<file path="config.mk">
export PLATFORM = sky130hd
export DESIGN_NAME = m_cycle_sequencer
export DESIGN_NICKNAME = d
export VERILOG_FILES = /design/src/rtl/cpu_timing_pkg.sv /design/src/rtl/one_hot_ring.sv /design/src/rtl/m_cycle_sequencer.sv
export SDC_FILE = /design/constraint.sdc
export NUM_CORES = 1
export LEC_CHECK = 0
export ABC_AREA = 1
export CELL_PAD_IN_SITES_DETAIL_PLACEMENT = 0
export CELL_PAD_IN_SITES_GLOBAL_PLACEMENT = 2
export CORE_MARGIN = 2
export CORE_UTILIZATION = 26
export CTS_BUF_LIST = sky130_fd_sc_hd__clkbuf_8 sky130_fd_sc_hd__clkbuf_16
export DETAILED_ROUTE_END_ITERATION = 16
export PLACE_DENSITY_LB_ADDON = 0.05
export RECOVER_POWER = 100
export SETUP_SLACK_MARGIN = 0.15
export SLEW_MARGIN = 0
export SYNTH_ARGS = -nofsm -noshare
export SYNTH_HDL_FRONTEND = slang
export SYNTH_SLANG_ARGS = --single-unit
</file>
<file path="constraint.sdc">
create_clock -name i_Clk -period 2.15 [get_ports i_Clk]
set_input_delay 0.215 -clock i_Clk [delete_from_list [all_inputs] [get_ports i_Clk]]
set_output_delay 0.215 -clock i_Clk [all_outputs]
set_load 0.1 [all_outputs]
</file>
<file path="src/rtl/cpu_timing_pkg.sv">
//------------------------------------------------------------------------------
// Module      : cpu_timing_pkg
// Description : Shared timing constants and state encodings for the M-cycle
//               sequencer.
// Revision    : 1.0 - initial release
//------------------------------------------------------------------------------
`default_nettype none

package cpu_timing_pkg;

  localparam int STEPS      = 4;
  localparam int MAX_CYCLES = 8;

  localparam logic [3:0] STEP_FIRST  = 4'b0001;
  localparam logic [7:0] COUNT_FIRST = 8'h01;

  typedef enum logic [0:0] {
    ST_RUN    = 1'b0,
    ST_HALTED = 1'b1
  } seq_state_t;

endpackage

`default_nettype wire

</file>
<file path="src/rtl/one_hot_ring.sv">
//------------------------------------------------------------------------------
// Module      : one_hot_ring
// Description : One-hot rotate-left ring with synchronous load and advance.
// Revision    : 1.0 - initial release
//------------------------------------------------------------------------------
`default_nettype none

module one_hot_ring #(
  parameter int WIDTH = 4
) (
  input  logic             clk,
  input  logic             rst,
  input  logic             load,
  input  logic [WIDTH-1:0] load_value,
  input  logic             advance,
  output logic [WIDTH-1:0] value
);

  localparam logic [WIDTH-1:0] C_FIRST = {{(WIDTH-1){1'b0}}, 1'b1};

  // Load wins over advance so a restart on the wrap edge is never lost.
  always_ff @(posedge clk) begin
    if (rst) begin
      value <= C_FIRST;
    end else if (load) begin
      value <= load_value;
    end else if (advance) begin
      value <= {value[WIDTH-2:0], value[WIDTH-1]};
    end
  end

endmodule

`default_nettype wire

</file>
<file path="src/rtl/m_cycle_sequencer.sv">
//------------------------------------------------------------------------------
// Module      : m_cycle_sequencer
// Description : One-hot T-step / M-cycle timing generator with stall, HALT/wake
//               and microcode overrun detection.
// Revision    : 1.0 - initial release
//------------------------------------------------------------------------------
`default_nettype none

module m_cycle_sequencer
  import cpu_timing_pkg::*;
#(
  parameter int STEPS      = cpu_timing_pkg::STEPS,
  parameter int MAX_CYCLES = cpu_timing_pkg::MAX_CYCLES
) (
  input  logic                  i_Clk,
  input  logic                  i_Reset,
  input  logic                  i_Clock_Enable,
  input  logic                  i_Stall,
  input  logic                  i_IR_Fetch,
  input  logic                  i_Halt,
  input  logic                  i_Interrupt_Pending,
  output logic [STEPS-1:0]      o_Cycle_Step,
  output logic [MAX_CYCLES-1:0] o_Cycle_Count,
  output logic                  o_M_Cycle_End,
  output logic                  o_Halted,
  output logic                  o_Overrun
);

  localparam logic [MAX_CYCLES-1:0] C_COUNT_FIRST = {{(MAX_CYCLES-1){1'b0}}, 1'b1};

  seq_state_t              state;
  seq_state_t              state_next;
  logic [STEPS-1:0]        step;
  logic [MAX_CYCLES-1:0]   count;
  logic                    advance;
  logic                    m_end;
  logic                    fetch_now;
  logic                    halt_now;
  logic                    count_load;
  logic                    count_advance;
  logic                    overrun_next;
  logic                    fetch_latch;
  logic                    halt_latch;
  logic                    overrun;

  assign advance   = i_Clock_Enable & ~i_Stall & (state == ST_RUN);
  assign m_end     = advance & step[STEPS-1];
  assign fetch_now = fetch_latch | i_IR_Fetch;
  assign halt_now  = halt_latch | i_Halt;

  // The step ring wraps 1000 -> 0001 by rotation, so HALTED always holds 0001.
  one_hot_ring #(
    .WIDTH      (STEPS)
  ) u_step_ring (
    .clk        (i_Clk),
    .rst        (i_Reset),
    .load       (1'b0),
    .load_value ({STEPS{1'b0}}),
    .advance    (advance),
    .value      (step)
  );

  one_hot_ring #(
    .WIDTH      (MAX_CYCLES)
  ) u_count_ring (
    .clk        (i_Clk),
    .rst        (i_Reset),
    .load       (count_load),
    .load_value (C_COUNT_FIRST),
    .advance    (count_advance),
    .value      (count)
  );

  always_ff @(posedge i_Clk) begin
    if (i_Reset) begin
      state <= ST_RUN;
    end else begin
      state <= state_next;
    end
  end

  always_comb begin
    state_next    = state;
    count_load    = 1'b0;
    count_advance = 1'b0;
    overrun_next  = 1'b0;
    case (state)
      ST_RUN: begin
        if (m_end) begin
          if (fetch_now && halt_now) begin
            count_load = 1'b1;
            state_next = ST_HALTED;
          end else if (fetch_now) begin
            count_load = 1'b1;
          end else if (count[MAX_CYCLES-1]) begin
            count_load   = 1'b1;
            overrun_next = 1'b1;
          end else begin
            count_advance = 1'b1;
          end
        end
      end
      ST_HALTED: begin
        if (i_Clock_Enable && i_Interrupt_Pending) begin
          state_next = ST_RUN;
        end
      end
      default: begin
        state_next = ST_RUN;
      end
    endcase
  end

  // Fetch/halt requests may arrive on any T-step; they are held until the M-cycle closes.
  always_ff @(posedge i_Clk) begin
    if (i_Reset) begin
      fetch_latch <= 1'b0;
      halt_latch  <= 1'b0;
      overrun     <= 1'b0;
    end else begin
      overrun <= overrun_next;
      if (m_end) begin
        fetch_latch <= 1'b0;
        halt_latch  <= 1'b0;
      end else if ((state == ST_RUN) && i_IR_Fetch) begin
        fetch_latch <= 1'b1;
        if (i_Halt) begin
          halt_latch <= 1'b1;
        end
      end
    end
  end

  assign o_Cycle_Step  = (state == ST_HALTED) ? {STEPS{1'b0}} : step;
  assign o_Cycle_Count = count;
  assign o_M_Cycle_End = m_end;
  assign o_Halted      = (state == ST_HALTED);
  assign o_Overrun     = overrun;

endmodule

`default_nettype wire

</file>
==> results of run 1 <==
==> tightest hold or removal path: stages, from the launching register on <==
cell and delay, ps:
dfxtp_1 310, inv_1 50, a21oi_1 50
==> final timing paths <==
kind | endpoint | slack (ps) | cells past startpoint
max | o_Cycle_Count[4] | 460 | 1
min | halt_latch$_SDFFE_PP0P_ | 450 | 2
max reg2reg | u_count_ring.value[1]$_SDFFE_PP0P_ | 600 | 6
min reg2reg | halt_latch$_SDFFE_PP0P_ | 450 | 2
==> per-layer routing <==
layer / vias to the layer above / global-route usage [%]
li1: 337 / -
met1: 280 / 14.61
met2: 16 / 16.45
met3: 5 / 3.226
met4: 0 / 7.143
met5: - / 0
==> metrics by stage <==
step	area [µm²]	setup TNS, ps	instances	utilization, %
6_report	912.1	0	149	33.95
5_1_grt	912.1	0	149	33.95
4_1_cts	985.9	0	149	36.70
3_5_place_dp	944.7	0	146	35.17
3_3_place_gp	944.7	0	146	35.17
2_1_floorplan	720.7	-805.7	94	-
==> sequential cells by signal (all words and copies together), names as in the netlist <==
| signal | cells |
|---|---|
| u_step_ring.value | 4 |
| o_Overrun | 1 |
| fetch_latch | 1 |
| o_Halted | 1 |
| u_count_ring.value | 8 |
| halt_latch | 1 |
==> synth_stat cells <==
cell     count  area [µm²]
nand3_4      1       17.52
inv_1       13       48.80
inv_2        1       3.750
inv_4        1       6.260
nand2_1     20       75.07
nand3_2      1       10.01
nand3_1      3       15.01
a21oi_2      1       8.760
nor2_8       1       20.02
a21oi_1      7       35.03
nand4_1      1       6.260
nand2_4      3       33.78
nor2_1      19       71.32
nand2_2      1       6.260
nand4_4      1       21.27
nor2_2       1       6.260
dfxtp_1     16       320.3
o21ai_0      3       15.01
==> final cells by class <==
type	instances	area (µm²)	share of cell area, %
tap	31	38.79	4.252
inverter	15	58.81	6.447
sequential	16	320.3	35.12
timing repair buffer	21	138.9	15.23
clock buffer	3	41.29	4.527
multi-input combinational	63	314.1	34.43
==> power groups by stage <==
stage / logic, µW / clock network, µW / registers [µW]
after global placement: 174 / 0 / 327
final: 160 / 224 / 319
after detailed placement: 174 / 0 / 327
after floorplan: 91.7 / 0 / 365
after global routing: 172 / 248 / 321
after CTS: 174 / 234 / 320
==> logic make-up (layout without fill, tap and decap cells) <==
group           Yosys count  in the layout  share of synthesized area (%)
simple gates             52             52                          39.24
compound gates           11             11                          8.159
buf+inv                  15             39                          8.160
flops                    16             16                          44.44
==> flow_metrics.env, run 1 <==
export IMPL_powerDensity_nw_per_um2=770.4
export IMPL_gr_usage_all_layers_pct=11.33
export IMPL_num_vias=638
export IMPL_layout_nets=127
export IMPL_grt_start_max_net_pins=10
export IMPL_cts_root_buf="clkbuf_8"
export IMPL_viasPerCell=4.282
export IMPL_grt_setup_unrepaired="false"
export IMPL_drc=0
export IMPL_tightest_slew_ps=1170
export IMPL_die_area_um2=3209
export IMPL_wl_met1_um=762
export IMPL_p_leak_uw=0.0004482
export IMPL_place_gp_congestion=0.6806
export IMPL_fin_crit_ps=1693
export IMPL_ios=22
export IMPL_reg2reg_from="o_Halted$_SDFF_PP0_"
export IMPL_swShare_pct=33.46
export IMPL_synth_seq_cells=16
export IMPL_cts_path_max_buffers=2
export IMPL_drive_above_1_share_pct=15.25
export IMPL_synthCells=94
export IMPL_ys_warn_count=0
export IMPL_holdWs_ps=447.7
export IMPL_core_area_um2=2686
export IMPL_num_fill_cells=313
export IMPL_finalSetupViolCount=0
export IMPL_max_stage_delay_ps=870
export IMPL_die_h_um=56.65
export IMPL_cts_setup_buffers=0
export IMPL_setup_slack_ps=456.8
export IMPL_die_w_um=56.65
export IMPL_grt_pass1_vias=610
export IMPL_antenna_found_initial=0
export IMPL_fin_skew_ps=2.701
export IMPL_startpoint_type="register"
export IMPL_hold_path_class="reg2reg"
export IMPL_cts_tree="yes"
export IMPL_holdBufCountCts=0
export IMPL_clk_pin_slew_ps=60
export IMPL_cts_resized=0
export IMPL_start_util_pct=26.83
export IMPL_synth_area_um2=720.7
export IMPL_cp_slowest_cell="clkbuf_1"
export IMPL_p_sw_uw=235.2
export IMPL_slew_viol_final=0
export IMPL_report_power_total_uw=702.7
export IMPL_dr_wl_met3_um=80
export IMPL_period_share_pct=78.75
export IMPL_first_pass_iters=2
export IMPL_dp_hpwl_um=1205
export IMPL_p_int_uw=467.5
export IMPL_max_cap_violations=0
export IMPL_grt_pass1_wl_um=2739
export IMPL_n_antenna_cell=0
export IMPL_antenna_left=0
export IMPL_yosysUniqueCellTypes=18
export IMPL_final_cell_mix="21 x nand2_1, 19 x nor2_1, 16 x dfxtp_1, 13 x inv_1, 9 x clkbuf_1"
export IMPL_core_rowCount=19
export IMPL_crit_path_cell_trace="clkbuf_1"
export IMPL_ys_seq_area_share_pct=44.44
export IMPL_combPwrFrac_pct=22.7
export IMPL_grt_ovfl_total=0
export IMPL_cts_max_level=1
export IMPL_ir_drop_v=0.0002729
export IMPL_clockPowerShare_pct=31.9
export IMPL_maxSlewHeadroom_pct=22.31
export IMPL_crit_type="reg2out"
export IMPL_hold_viol_final=0
export IMPL_numPortBuffers=21
export IMPL_pre_cts_slack_ps=540.1
export IMPL_wl_met2_um=707
export IMPL_required_ps=1930
export IMPL_power_frac_seq_pct=45.4
export IMPL_crit_buf_inv=1
export IMPL_crit_fanout=3
export IMPL_fmax_ghz=0.5906
export IMPL_crit_family="buffers and inverters"
export IMPL_syn_area_per_cell_um2=7.667
export IMPL_clk_latency_ps=250
export IMPL_wl_per_cell_um=10.66
export IMPL_cp_arrival_ps=1480
export IMPL_synth_nets=101
export IMPL_run_status="completed"
export IMPL_routed_wl_um=1589
export IMPL_area_growth_pct=26.56
export IMPL_startpoint="u_count_ring.value[4]$_SDFFE_PP0P_"
export IMPL_cts_buffers=3
export IMPL_final_common_cell="nand2_1"
export IMPL_drtIter0Drc=9
export IMPL_min_delay_start="halt_latch$_SDFFE_PP0P_"
export IMPL_cts_sinks=16
export IMPL_top_layer="met4"
export IMPL_end_kind="primary output"
Power figures use the tool's default switching activity.
==> run 2: changes to the inputs <==
--- a/config.mk
+++ b/config.mk
@@ -9,7 +9,7 @@
 export CELL_PAD_IN_SITES_DETAIL_PLACEMENT = 0
 export CELL_PAD_IN_SITES_GLOBAL_PLACEMENT = 2
 export CORE_MARGIN = 2
-export CORE_UTILIZATION = 26
+export CORE_UTILIZATION = 22
 export CTS_BUF_LIST = sky130_fd_sc_hd__clkbuf_8 sky130_fd_sc_hd__clkbuf_16
 export DETAILED_ROUTE_END_ITERATION = 16
 export PLACE_DENSITY_LB_ADDON = 0.05
==> constraint.sdc (replaced) <==
create_clock -name i_Clk -period 1.5 [get_ports i_Clk]
set_input_delay 0.15 -clock i_Clk [delete_from_list [all_inputs] [get_ports i_Clk]]
set_output_delay 0.15 -clock i_Clk [all_outputs]
set_load 0.1 [all_outputs]
==> flow_metrics.env, run 2 (synthesis gave the netlist of run 1 again) <==
export IMPL_drive_above_1_share_pct=29.84
export IMPL_finalSetupViolCount=0
export IMPL_top_register="u_count_ring.value"
export IMPL_first_pass_iters=2
export IMPL_startpoint="o_Halted$_SDFF_PP0_"
export IMPL_finalSetupTns_ps=0
export IMPL_min_delay_start="i_Clock_Enable"
export IMPL_cp_arrival_ps=1190
export IMPL_largest_register_ffs=8
export IMPL_antenna_left=0
export IMPL_ios=22
export IMPL_n_antenna_cell=0
export IMPL_grt_pass1_wl_um=2746
export IMPL_cts_sinks=16
export IMPL_startpoint_type="register"
export IMPL_maxSlewHeadroom_pct=63.61
export IMPL_tightest_slew_ps=548.1
export IMPL_run_status="completed"
export IMPL_grt_setup_unrepaired="false"
export IMPL_crit_fanout=5
export IMPL_clk_latency_ps=250
export IMPL_hold_viol_final=0
export IMPL_hold_path_class="in2reg"
export IMPL_grt_pass1_vias=625
export IMPL_dp_hpwl_um=1262
export IMPL_utilization_pct=32.93
export IMPL_powerDensity_nw_per_um2=1015
export IMPL_top_regs="u_count_ring.value x8, u_step_ring.value x4"
export IMPL_required_ps=1350
export IMPL_gr_usage_all_layers_pct=10.24
export IMPL_report_power_total_uw=1029
export IMPL_core_rowCount=20
export IMPL_reg2reg_from="fetch_latch$_SDFFE_PP0N_"
export IMPL_grt_start_max_net_pins=10
export IMPL_clk_pin_slew_ps=60
export IMPL_die_h_um=61.24
export IMPL_cts_path_max_buffers=2
export IMPL_holdBufCountCts=0
export IMPL_p_leak_uw=0.0005092
export IMPL_wl_per_cell_um=10.08
export IMPL_crit_type="reg2out"
export IMPL_fin_skew_ps=2.806
export IMPL_cts_buffers=3
export IMPL_area_growth_pct=40.62
export IMPL_start_util_pct=23.41
export IMPL_final_common_cell="nand2_1"
export IMPL_grt_ovfl_total=0
export IMPL_cts_tree="yes"
export IMPL_slew_viol_final=0
export IMPL_max_cap_violations=0
export IMPL_place_gp_congestion=0.6965
export IMPL_cts_max_level=1
export IMPL_period_share_pct=89.25
export IMPL_end_kind="primary output"
export IMPL_final_cells=168
export IMPL_ir_drop_v=0.0004560
export IMPL_place_inst=162
export IMPL_fmax_ghz=0.7469
export IMPL_core_area_um2=3078
export IMPL_drc=0
export IMPL_die_area_um2=3750
export IMPL_cts_root_buf="clkbuf_8"
export IMPL_num_vias=651
export IMPL_numPortBuffers=21
export IMPL_antenna_found_initial=0
export IMPL_drtIter0Drc=9
export IMPL_layout_nets=132
export IMPL_routed_wl_um=1693
export IMPL_viasPerCell=3.875
export IMPL_die_w_um=61.24
export IMPL_fin_crit_ps=1339
export IMPL_final_cell_mix="21 x nand2_1, 16 x nor2_1, 14 x dfxtp_1, 13 x inv_1, 9 x clkbuf_2"
==> run 2: cell count changes in the layout (fill, tap and decap cells not counted), sizes merged <==
| cell | previous run | this run |
|---|---|---|
| inv | 15 | 16 |
| dlymetal6s2s | 0 | 1 |
| clkbuf | 17 | 18 |
| buf | 1 | 5 |
| dlygate4sd3 | 1 | 0 |
==> run 2: stage by stage <==
step	worst slack [ps]	hold WS (ps)	instance area, µm²
after floorplan	3.390	209.4	745.7
after global placement	58.94	434.0	1196
after detailed placement	54.25	441.0	1196
after CTS	173.9	452.1	1249
after global routing	106.6	318.4	1013
final	161.2	287.6	1013
==> run 2: final timing paths <==
path	end	slack, ps	cells past startpoint
worst max-delay path	o_M_Cycle_End	160	4
worst min-delay path	o_Halted$_SDFF_PP0_	290	4
worst max register to register	u_count_ring.value[1]$_SDFFE_PP0P_	280	7
worst min register to register	halt_latch$_SDFFE_PP0P_	450	2
==> run 2: what timing repair did <==
| item | 4_1_cts | 5_1_grt |
|---|---|---|
| endpoints found under the setup margin | 1 | 2 |
| pin swaps | 1 | 0 |
| gates resized for setup | 0 | 2 |
| buffers inserted | 1 | 1 |
==> run 2: routing by layer <==
metal	part of all wire [%]	wire length, µm	GRT usage, %
met1	45	755	12.71
met2	47	797	16.11
met3	7.3	123	3.992
met4	1.0	17	3.727
met5	0	0	0
==> run 2: final cells by class <==
cell class | instances | area (µm²)
fill | 352 | 2064
clock inverter | 1 | 3.754
inverter | 15 | 58.81
multi-input combinational | 63 | 336.6
sequential | 16 | 325.3
clock buffer | 3 | 41.29
tap | 44 | 55.05
timing repair buffer | 26 | 192.7
==> run 2: report_power, final <==
part           internal [µW]  switching [µW]
clock network            181             146
logic                   58.7             187
registers                443            12.6
==> run 2: worst max-delay path, cell delays in order (launching register included) <==
cell and delay, ps:
dfxtp_4 370, inv_4 80, nand3_4 100, nor2_8 100, buf_4 290
==> run 3: changes to the inputs <==
--- a/config.mk
+++ b/config.mk
@@ -8,11 +8,12 @@
 export ABC_AREA = 1
 export CELL_PAD_IN_SITES_DETAIL_PLACEMENT = 0
 export CELL_PAD_IN_SITES_GLOBAL_PLACEMENT = 2
+export CORE_ASPECT_RATIO = 1.2
 export CORE_MARGIN = 2
 export CORE_UTILIZATION = 22
 export CTS_BUF_LIST = sky130_fd_sc_hd__clkbuf_8 sky130_fd_sc_hd__clkbuf_16
 export DETAILED_ROUTE_END_ITERATION = 16
-export PLACE_DENSITY_LB_ADDON = 0.05
+export PLACE_DENSITY = 0.7
 export RECOVER_POWER = 100
 export SETUP_SLACK_MARGIN = 0.15
 export SLEW_MARGIN = 0
==> flow_metrics.env, run 3 (synthesis gave the netlist of run 1 again) <==
export IMPL_drive_above_1_share_pct=28.69
export IMPL_first_pass_iters=4
export IMPL_gr_usage_all_layers_pct=9.567
export IMPL_required_ps=1350
export IMPL_die_area_um2=3752
export IMPL_largest_register_ffs=8
export IMPL_finalSetupTns_ps=0
export IMPL_slew_viol_final=0
export IMPL_area_growth_pct=42.19
export IMPL_num_vias=637
export IMPL_crit_fanout=6
export IMPL_final_cell_mix="22 x nand2_1, 16 x nor2_1, 14 x inv_1, 14 x dfxtp_1, 9 x clkbuf_2"
export IMPL_cts_sinks=16
export IMPL_run_status="completed"
export IMPL_r2r_cells=6
export IMPL_ios=22
export IMPL_cts_tree="yes"
export IMPL_hold_path_class="in2reg"
export IMPL_tightest_slew_ps=541.6
export IMPL_crit_buf_inv=2
export IMPL_antenna_left=0
export IMPL_crit_family="buffers and inverters"
export IMPL_end_kind="primary output"
export IMPL_drtIter0Drc=9
export IMPL_hold_viol_final=0
export IMPL_period_share_pct=87.85
export IMPL_cts_buffers=3
export IMPL_max_stage_delay_ps=420
export IMPL_cp_arrival_ps=1170
export IMPL_fin_crit_ps=1318
export IMPL_reg2reg_from="o_Halted$_SDFF_PP0_"
export IMPL_startpoint="o_Halted$_SDFF_PP0_"
export IMPL_report_power_total_uw=1034
export IMPL_antenna_found_initial=0
export IMPL_viasPerCell=4.032
export IMPL_cts_path_max_buffers=2
export IMPL_top_register="u_count_ring.value"
export IMPL_fin_skew_ps=7.057
export IMPL_core_rowCount=22
export IMPL_place_area_um2=1159
export IMPL_numPortBuffers=21
export IMPL_top_regs="u_count_ring.value x8, u_step_ring.value x4"
export IMPL_fin_area_um2=1025
export IMPL_clk_latency_ps=250
export IMPL_grt_setup_unrepaired="false"
export IMPL_wl_per_cell_um=10.08
export IMPL_die_h_um=66.70
export IMPL_worstSetupPathDepth=2
export IMPL_core_area_um2=3083
export IMPL_maxSlewHeadroom_pct=64.05
export IMPL_grt_start_max_net_pins=10
export IMPL_hold_path_depth=4
export IMPL_layout_nets=130
export IMPL_routed_wl_um=1593
export IMPL_crit_type="reg2out"
export IMPL_cts_max_level=1
export IMPL_cp_slowest_cell="buf_2"
export IMPL_max_cap_violations=0
export IMPL_num_fill_cells=340
export IMPL_fmax_ghz=0.7589
export IMPL_ir_drop_v=0.0003396
export IMPL_cts_root_buf="clkbuf_8"
export IMPL_clk_pin_slew_ps=70
export IMPL_crit_path_cell_trace="buf_12 > buf_2"
export IMPL_drc=0
export IMPL_start_util_pct=23.38
export IMPL_final_common_cell="nand2_1"
export IMPL_place_gp_congestion=0.7065
export IMPL_grt_pass1_wl_um=2773
export IMPL_min_delay_start="i_Clock_Enable"
export IMPL_powerDensity_nw_per_um2=1009
export IMPL_p_leak_uw=0.0005086
export IMPL_grt_pass1_vias=655
export IMPL_n_antenna_cell=0
export IMPL_grt_ovfl_total=0
export IMPL_dp_hpwl_um=1174
export IMPL_die_w_um=56.25
export IMPL_holdWs_ps=339.5
export IMPL_startpoint_type="register"
export IMPL_finalSetupViolCount=0
-- run 3: what timing repair did --
item                                    4_1_cts  5_1_grt
buffers inserted                              1        1
pin swaps                                     1        0
hold buffers                                  0        0
endpoints found under the setup margin        1        1
gates resized for setup                       0        1
-- run 3: report_power, final --
part	switching (µW)	internal [µW]	total (µW)
clock network	147	181	328
registers	13.3	443	457
logic	187	62.7	250
-- run 3: worst min-delay path: stages --
cell and delay [ps]:
dlymetal6s2s_1 210, nand2_1 90, nand2_1 50, a21oi_1 60
-- run 3: metrics by stage --
step	std cells	setup slack (ps)	util, %
after floorplan	94	3.390	-
after global placement	152	69.13	37.58
after detailed placement	152	57.37	37.58
after CTS	157	176.5	39.29
after global routing	158	130.8	33.24
final	158	182.2	33.24
-- run 3: final timing paths --
check | to | slack (ps)
max | o_Halted | 180
min | o_Halted$_SDFF_PP0_ | 340
max reg2reg | u_count_ring.value[5]$_SDFFE_PP0P_ | 270
min reg2reg | halt_latch$_SDFFE_PP0P_ | 460
-- run 3: metal layers --
layer	GRT usage (%)	share of wire, %	vias up
met5	0	0	-
met4	4.464	0.82	0
met3	3.107	5.3	2
met2	16.76	48	17
met1	10.45	46	276
li1	-	-	342
-- run 3: cell type report --
cell class	count	area [µm²]	area share [%]
clock buffers	3	41.29	4.029
clock inverters	1	3.754	0.3663
inverters	15	58.81	5.739
multi-input cells	63	344.1	33.58
flip-flops and latches	16	325.3	31.75
well taps	36	45.04	4.396
repair buffers	24	206.4	20.15
